--- src/rtl/eeprom_arb_pkg.sv ---
`default_nettype none
// +--------------------------------------------------------------------+
// | Module   : eeprom_arb_pkg                                          |
// | Brief    : Shared types and constants for the EEPROM save-RAM      |
// |            arbiter and its autosave timer.                         |
// | Revision : 1.0 - initial release                                   |
// +--------------------------------------------------------------------+
package eeprom_arb_pkg;

  // Access sequencer states.
  typedef enum logic [2:0] {
    IDLE    = 3'd0,
    ISSUE   = 3'd1,
    CAPTURE = 3'd2,
    EE_HOLD = 3'd3,
    H_ACK   = 3'd4
  } arb_state_t;

  // Owner of the current or most recent RAM grant.
  typedef enum logic {
    GNT_EE   = 1'b0,
    GNT_HOST = 1'b1
  } grant_t;

  // Width of the autosave idle counter (AUTOSAVE_MS must fit in it).
  localparam int unsigned c_as_cnt_w = 16;

endpackage
`default_nettype wire

--- src/rtl/eeprom_autosave_timer.sv ---
`default_nettype none
// +--------------------------------------------------------------------+
// | Module   : eeprom_autosave_timer                                   |
// | Brief    : Counts idle milliseconds while unsaved EEPROM data is   |
// |            pending and emits one save_req pulse at AUTOSAVE_MS.    |
// |            Only built when EEPROM_AUTOSAVE_EN is defined.          |
// | Revision : 1.0 - initial release                                   |
// +--------------------------------------------------------------------+
module eeprom_autosave_timer #(
  parameter int unsigned AUTOSAVE_MS = 500
) (
  input  logic clk,
  input  logic reset_n,
  input  logic dirty,
  input  logic ee_wr,
  input  logic tick_ms,
  output logic save_req
);
  import eeprom_arb_pkg::*;

  localparam logic [c_as_cnt_w-1:0] c_limit = c_as_cnt_w'(AUTOSAVE_MS);

  logic [c_as_cnt_w-1:0] cnt_q, cnt_d;
  logic                  save_req_q, save_req_d;

  // Next count: restart on a fresh write or when clean, saturate at the limit.
  always_comb begin
    cnt_d      = cnt_q;
    save_req_d = 1'b0;
    if (!dirty || ee_wr) begin
      cnt_d = '0;
    end else if (tick_ms && (cnt_q != c_limit)) begin
      cnt_d      = cnt_q + 1'b1;
      save_req_d = (cnt_q == (c_limit - 1'b1));
    end
  end

  // Counter and request pulse registers.
  always_ff @(posedge clk or negedge reset_n) begin
    if (!reset_n) begin
      cnt_q      <= '0;
      save_req_q <= 1'b0;
    end else begin
      cnt_q      <= cnt_d;
      save_req_q <= save_req_d;
    end
  end

  assign save_req = save_req_q;

endmodule
`default_nettype wire

--- src/rtl/eeprom_ram_arbiter.sv ---
`default_nettype none
// +--------------------------------------------------------------------+
// | Module   : eeprom_ram_arbiter                                      |
// | Brief    : Shares the single-port save RAM between the EEPROM      |
// |            model and the host save/load port; tracks unsaved       |
// |            EEPROM writes. Define EEPROM_AUTOSAVE_EN to build the   |
// |            idle autosave request timer.                            |
// | Revision : 1.0 - initial release                                   |
// +--------------------------------------------------------------------+
module eeprom_ram_arbiter #(
  parameter int unsigned ADDR_WIDTH  = 15,
  parameter int unsigned AUTOSAVE_MS = 500
) (
  input  logic                  clk,
  input  logic                  reset_n,
  input  logic [ADDR_WIDTH-1:0] ee_addr,
  input  logic                  ee_read,
  input  logic                  ee_write,
  input  logic [7:0]            ee_wdata,
  output logic [7:0]            ee_rdata,
  output logic                  ee_done,
  input  logic [ADDR_WIDTH-1:0] host_addr,
  input  logic                  host_req,
  input  logic                  host_we,
  input  logic [7:0]            host_wdata,
  output logic [7:0]            host_rdata,
  output logic                  host_ack,
  input  logic                  host_lock,
  output logic [ADDR_WIDTH-1:0] mem_addr,
  output logic [7:0]            mem_wdata,
  output logic                  mem_we,
  input  logic [7:0]            mem_rdata,
  input  logic                  tick_ms,
  input  logic                  dirty_clr,
  output logic                  dirty,
  output logic                  save_req
);
  import eeprom_arb_pkg::*;

  arb_state_t            state_q, state_d;
  grant_t                gnt_q, gnt_d;
  grant_t                last_q, last_d;
  logic                  we_q, we_d;
  logic [ADDR_WIDTH-1:0] addr_q, addr_d;
  logic [7:0]            wdata_q, wdata_d;
  logic [7:0]            ee_rdata_q, ee_rdata_d;
  logic [7:0]            host_rdata_q, host_rdata_d;
  logic                  dirty_q, dirty_d;

  logic                  w_ee_req;
  logic                  w_pick_ee;
  logic                  w_pick_host;
  logic                  w_ee_commit;

  // ee_done is only ever high in EE_HOLD, so in IDLE any raised request is new.
  assign w_ee_req    = ee_read | ee_write;
  // Lock shuts the EEPROM out; on contention the side not granted last wins.
  assign w_pick_ee   = !host_lock && w_ee_req && (!host_req || (last_q == GNT_HOST));
  assign w_pick_host = host_req && !w_pick_ee;
  assign w_ee_commit = mem_we && (gnt_q == GNT_EE);

  // Access sequencer: grant, issue, optional capture, then completion handshake.
  always_comb begin
    state_d      = state_q;
    gnt_d        = gnt_q;
    last_d       = last_q;
    we_d         = we_q;
    addr_d       = addr_q;
    wdata_d      = wdata_q;
    ee_rdata_d   = ee_rdata_q;
    host_rdata_d = host_rdata_q;
    case (state_q)
      IDLE: begin
        if (w_pick_ee) begin
          gnt_d   = GNT_EE;
          last_d  = GNT_EE;
          we_d    = !ee_read;          // read wins when both are held
          addr_d  = ee_addr;
          wdata_d = ee_wdata;
          state_d = ISSUE;
        end else if (w_pick_host) begin
          gnt_d   = GNT_HOST;
          last_d  = GNT_HOST;
          we_d    = host_we;
          addr_d  = host_addr;
          wdata_d = host_wdata;
          state_d = ISSUE;
        end
      end
      ISSUE: begin
        if (!we_q) begin
          state_d = CAPTURE;
        end else begin
          state_d = (gnt_q == GNT_EE) ? EE_HOLD : H_ACK;
        end
      end
      CAPTURE: begin
        if (gnt_q == GNT_EE) begin
          ee_rdata_d = mem_rdata;
          state_d    = EE_HOLD;
        end else begin
          host_rdata_d = mem_rdata;
          state_d      = H_ACK;
        end
      end
      EE_HOLD: begin
        if (!ee_read && !ee_write) begin
          state_d = IDLE;
        end
      end
      H_ACK: begin
        state_d = IDLE;
      end
      default: begin
        state_d = IDLE;
      end
    endcase
  end

  // Dirty flag: an EEPROM commit in the same cycle as a clear keeps it set.
  always_comb begin
    dirty_d = w_ee_commit || (dirty_q && !dirty_clr);
  end

  // State and datapath registers.
  always_ff @(posedge clk or negedge reset_n) begin
    if (!reset_n) begin
      state_q      <= IDLE;
      gnt_q        <= GNT_HOST;
      last_q       <= GNT_HOST;
      we_q         <= 1'b0;
      addr_q       <= '0;
      wdata_q      <= '0;
      ee_rdata_q   <= '0;
      host_rdata_q <= '0;
      dirty_q      <= 1'b0;
    end else begin
      state_q      <= state_d;
      gnt_q        <= gnt_d;
      last_q       <= last_d;
      we_q         <= we_d;
      addr_q       <= addr_d;
      wdata_q      <= wdata_d;
      ee_rdata_q   <= ee_rdata_d;
      host_rdata_q <= host_rdata_d;
      dirty_q      <= dirty_d;
    end
  end

  assign mem_addr   = addr_q;
  assign mem_wdata  = wdata_q;
  assign mem_we     = (state_q == ISSUE) && we_q;
  assign ee_done    = (state_q == EE_HOLD);
  assign host_ack   = (state_q == H_ACK);
  assign ee_rdata   = ee_rdata_q;
  assign host_rdata = host_rdata_q;
  assign dirty      = dirty_q;

`ifdef EEPROM_AUTOSAVE_EN
  eeprom_autosave_timer #(
    .AUTOSAVE_MS (AUTOSAVE_MS)
  ) u_autosave (
    .clk      (clk),
    .reset_n  (reset_n),
    .dirty    (dirty_q),
    .ee_wr    (w_ee_commit),
    .tick_ms  (tick_ms),
    .save_req (save_req)
  );
`else
  logic unused_tick_ms;
  assign unused_tick_ms = tick_ms;
  assign save_req       = 1'b0;
`endif

endmodule
`default_nettype wire

--- config.mk ---
export PLATFORM = sky130hd
export DESIGN_NAME = eeprom_ram_arbiter
export DESIGN_NICKNAME = d
export VERILOG_FILES = /design/src/rtl/eeprom_arb_pkg.sv /design/src/rtl/eeprom_autosave_timer.sv /design/src/rtl/eeprom_ram_arbiter.sv
export SDC_FILE = /design/constraint.sdc
export NUM_CORES = 1
export LEC_CHECK = 0
export BUFFER_PORTS_ARGS = -buffer_cell sky130_fd_sc_hd__clkbuf_2
export CAP_MARGIN = 30
export CORE_MARGIN = 2
export CORE_UTILIZATION = 40
export DETAILED_ROUTE_END_ITERATION = 7
export GPL_ROUTABILITY_DRIVEN = 0
export PLACE_DENSITY = 0.79
export SKIP_LAST_GASP = 1
export SYNTH_ARGS = -nofsm -noshare
export SYNTH_HDL_FRONTEND = slang
export SYNTH_SLANG_ARGS = --single-unit
--- constraint.sdc ---
create_clock -name clk -period 1.9 [get_ports clk]
set_input_delay 0.285 -clock clk [delete_from_list [all_inputs] [get_ports clk]]
set_output_delay 0.285 -clock clk [all_outputs]
set_load 0.005 [all_outputs]
==> impl_results.md <==
* Place WS at 0.243 ns
* Yosys reg bits at 45
* Register area share after synthesis at 50.6%
* Initial drt markers at 92
* Post-synth top area share at 49.4%
* Number of global-route vias before repair at 1936
* Die ar. at 6180 µm²
* P_leak at 1.42 nW
* WHS at 0.150 ns
* Cell area after layout at 2960 µm²
* Cell area power density at 1610 nW/µm²
* Synth top cells by count: dfrtp_1, nor2_1, a2bb2oi_1, o221a_1, mux2_2
* Setup crit start kind: register
* Fin crit period at 1.70 ns
* Pin count of the biggest net entering global routing at 24
* RSZ-0062 raised after global routing: false
* DRC violations left at 0
* Slew margin rel. at 59.7%
* CTS tree: yes
* DRT antenna net count at 0
* Core ar. at 5440 µm²
* Most used DFF post-synth: dfrtp_1
* WL per Instance at 15.3 µm
* HPWL Detailed at 4.06 mm
* Fmax at 0.588 GHz
* Final #Nets at 352
* Final worst setup slack at 0.201 ns
* CP Class: reg -> out
* Hold path depth at 2
* Top cells by area, synth: dfrtp_1, o221a_1, a2bb2oi_1
* Max-cap violation count at 0
* Fraction of layout cells with a size suffix above 1 at 52.4%
* Setup TNS at 0 ns
* Avg Inst Size Synth at 12.2 µm²
* Row Count at 27
* Final Skew at 0.00810 ns
* Routed vias at 1930
* Clock slew at reported path FFs at 0.10 ns
* Post-CTS Setup Bufs at 0
* Mapped cell area at 2230 µm²
* Number of flops mapped to enable cells by yosys at 0
* Via/cell ratio at 5.33
* Die Ht at 78.6 µm
* DRT Wirelength at 5.53 mm
* Status: finished, final reports clean
* Num ports at 107
* FF-to-FF path depth at 3
* Final Max Tran Viols at 0
* Total track usage at 19.7%
* Worst-margin pin slew at 0.604 ns
* Post-Syn Instances at 182
* Clock tree buffer depth at 2
* Final setup fails at 0
* Worst path required time at 1.62 ns
* Clk sinks at 45
* Port Buf Inserts at 104
* Antenna cell count at 0
* X dimension of the die at 78.6 µm
* GRT overflow at 0
* Syn-to-layout area delta at 32.9%
* Critical Path Fanout Max at 11
* Initial antenna violation count at 0
* First-pass GRT wire length at 9.49 mm
* Crit path DAT at 1.41 ns
* Dpl cells at 353
* Non-filler cells in the finished layout at 362
* Area of the multi-input gates at 996 µm²
* Register area at 1130 µm²
* Asr flop ratio synth at 100%
* Clk root buf: clkbuf_8
* Max VDD drop at 692 µV
* Number of H-tree levels at 2
* TritonCTS Buffers at 5
* Final critical-path share of the clock period at 89.4%
* Worst Hold Class: in -> reg
* Yosys cell types at 36
* FILL cells at 505
* CP Capture Type: output pin
* Most common cell in the netlist: dfrtp_1
* Final Hold Vio Count at 0
* Synth warnings at 0
* Clk Latency, worst-skew pair at 0.31 ns
* Initial Util at 40.9%
* Placed cell areas at 2860 µm²
* Total iterations of the first detailed-routing run at 5
* Synthesized Nets at 245
* Synth area leader: dfrtp_1
[cell usage in the layout, fill, tap and decap left out, drive strengths merged, types with 2 or more instances in the layout]
| master | count |
|---|---|
| clkbuf | 109 |
| o221a | 23 |
| inv | 7 |
| nand3b | 2 |
| dfrtp | 44 |
| mux2 | 16 |
| buf | 12 |
| o21ai | 3 |
| a32o | 2 |
| nor4b | 2 |
| a2bb2oi | 23 |
| nor2 | 25 |
[per-layer routing]
layer / track usage (%) / part of all wire [%] / up-vias / wire (µm)
li1: - / - / 915 / -
met1: 25.2 / 41 / 941 / 2270
met2: 33.2 / 53 / 65 / 2910
met3: 3.68 / 4.9 / 9 / 271
met4: 7.54 / 1.6 / 0 / 88
met5: 0 / 0 / - / 0
[logic make-up after synthesis]
| group | count (synthesis) | synth area share, % |
|---|---|---|
| other | 1 | 0.168 |
| muxes | 16 | 8.09 |
| buffers and inverters | 22 | 5.11 |
| and+or+nand+nor | 37 | 9.72 |
| DFF | 45 | 50.6 |
| AOI/OAI and AO/OA | 61 | 26.3 |
[power breakdown]
group / switching (mW) / internal, mW / total, mW
Sequential: 0.347 / 1.46 / 1.81
Combinational: 0.946 / 1.39 / 2.34
Clock: 0.362 / 0.268 / 0.630
Total: 1.65 / 3.12 / 4.78
[per-stage QoR]
step                utilization (%)  total power, mW
detailed placement             52.5             4.19
finish                         54.4             4.78
global route                   54.4             5.19
CTS                            54.4             4.84
global placement               52.5             4.10
floorplan                         -             3.33
[final timing paths]
| path | slack (ns) | start | to |
|---|---|---|---|
| hold / removal | 0.15 | dirty_clr | dirty |
| setup / recovery | 0.20 | state_q[1] | mem_we |
| setup reg to reg | 0.23 | state_q[0] | mem_wdata[0] |
| max in group asynchronous | 0.75 | reset_n | last_q |
| hold reg to reg | 0.51 | host_rdata[3] | host_rdata[3] |
| min in group asynchronous | 0.54 | reset_n | host_rdata[3] |
[cell type report]
cell class	count	area share, %
multi-input combinational	115	33.7
tap	72	3.04
sequential	45	38.1
inverter	5	0.634
clock inverter	3	0.846
clock buffer	5	2.33
timing repair buffer	117	21.4
[critical path, stage by stage, from the launching register on]
cell,delay [ns]
dfrtp_1,0.39
buf_4,0.18
nor4bb_1,0.27
buf_4,0.16
clkbuf_2,0.10
[registers in the layout, indices dropped and copies added (netlist names)]
name        flops
mem_addr       15
ee_rdata        8
host_rdata      8
mem_wdata       8
state_q         3
dirty           1
last_q          1
we_q            1
[repair_timing]
| action | in CTS | in global routing |
|---|---|---|
| hold endpoints to repair | 22 | 0 |
| hold buffers | 1 | 0 |
| gates resized for setup | 0 | 0 |
No activity file was read; power rests on OpenSTA's default activity.
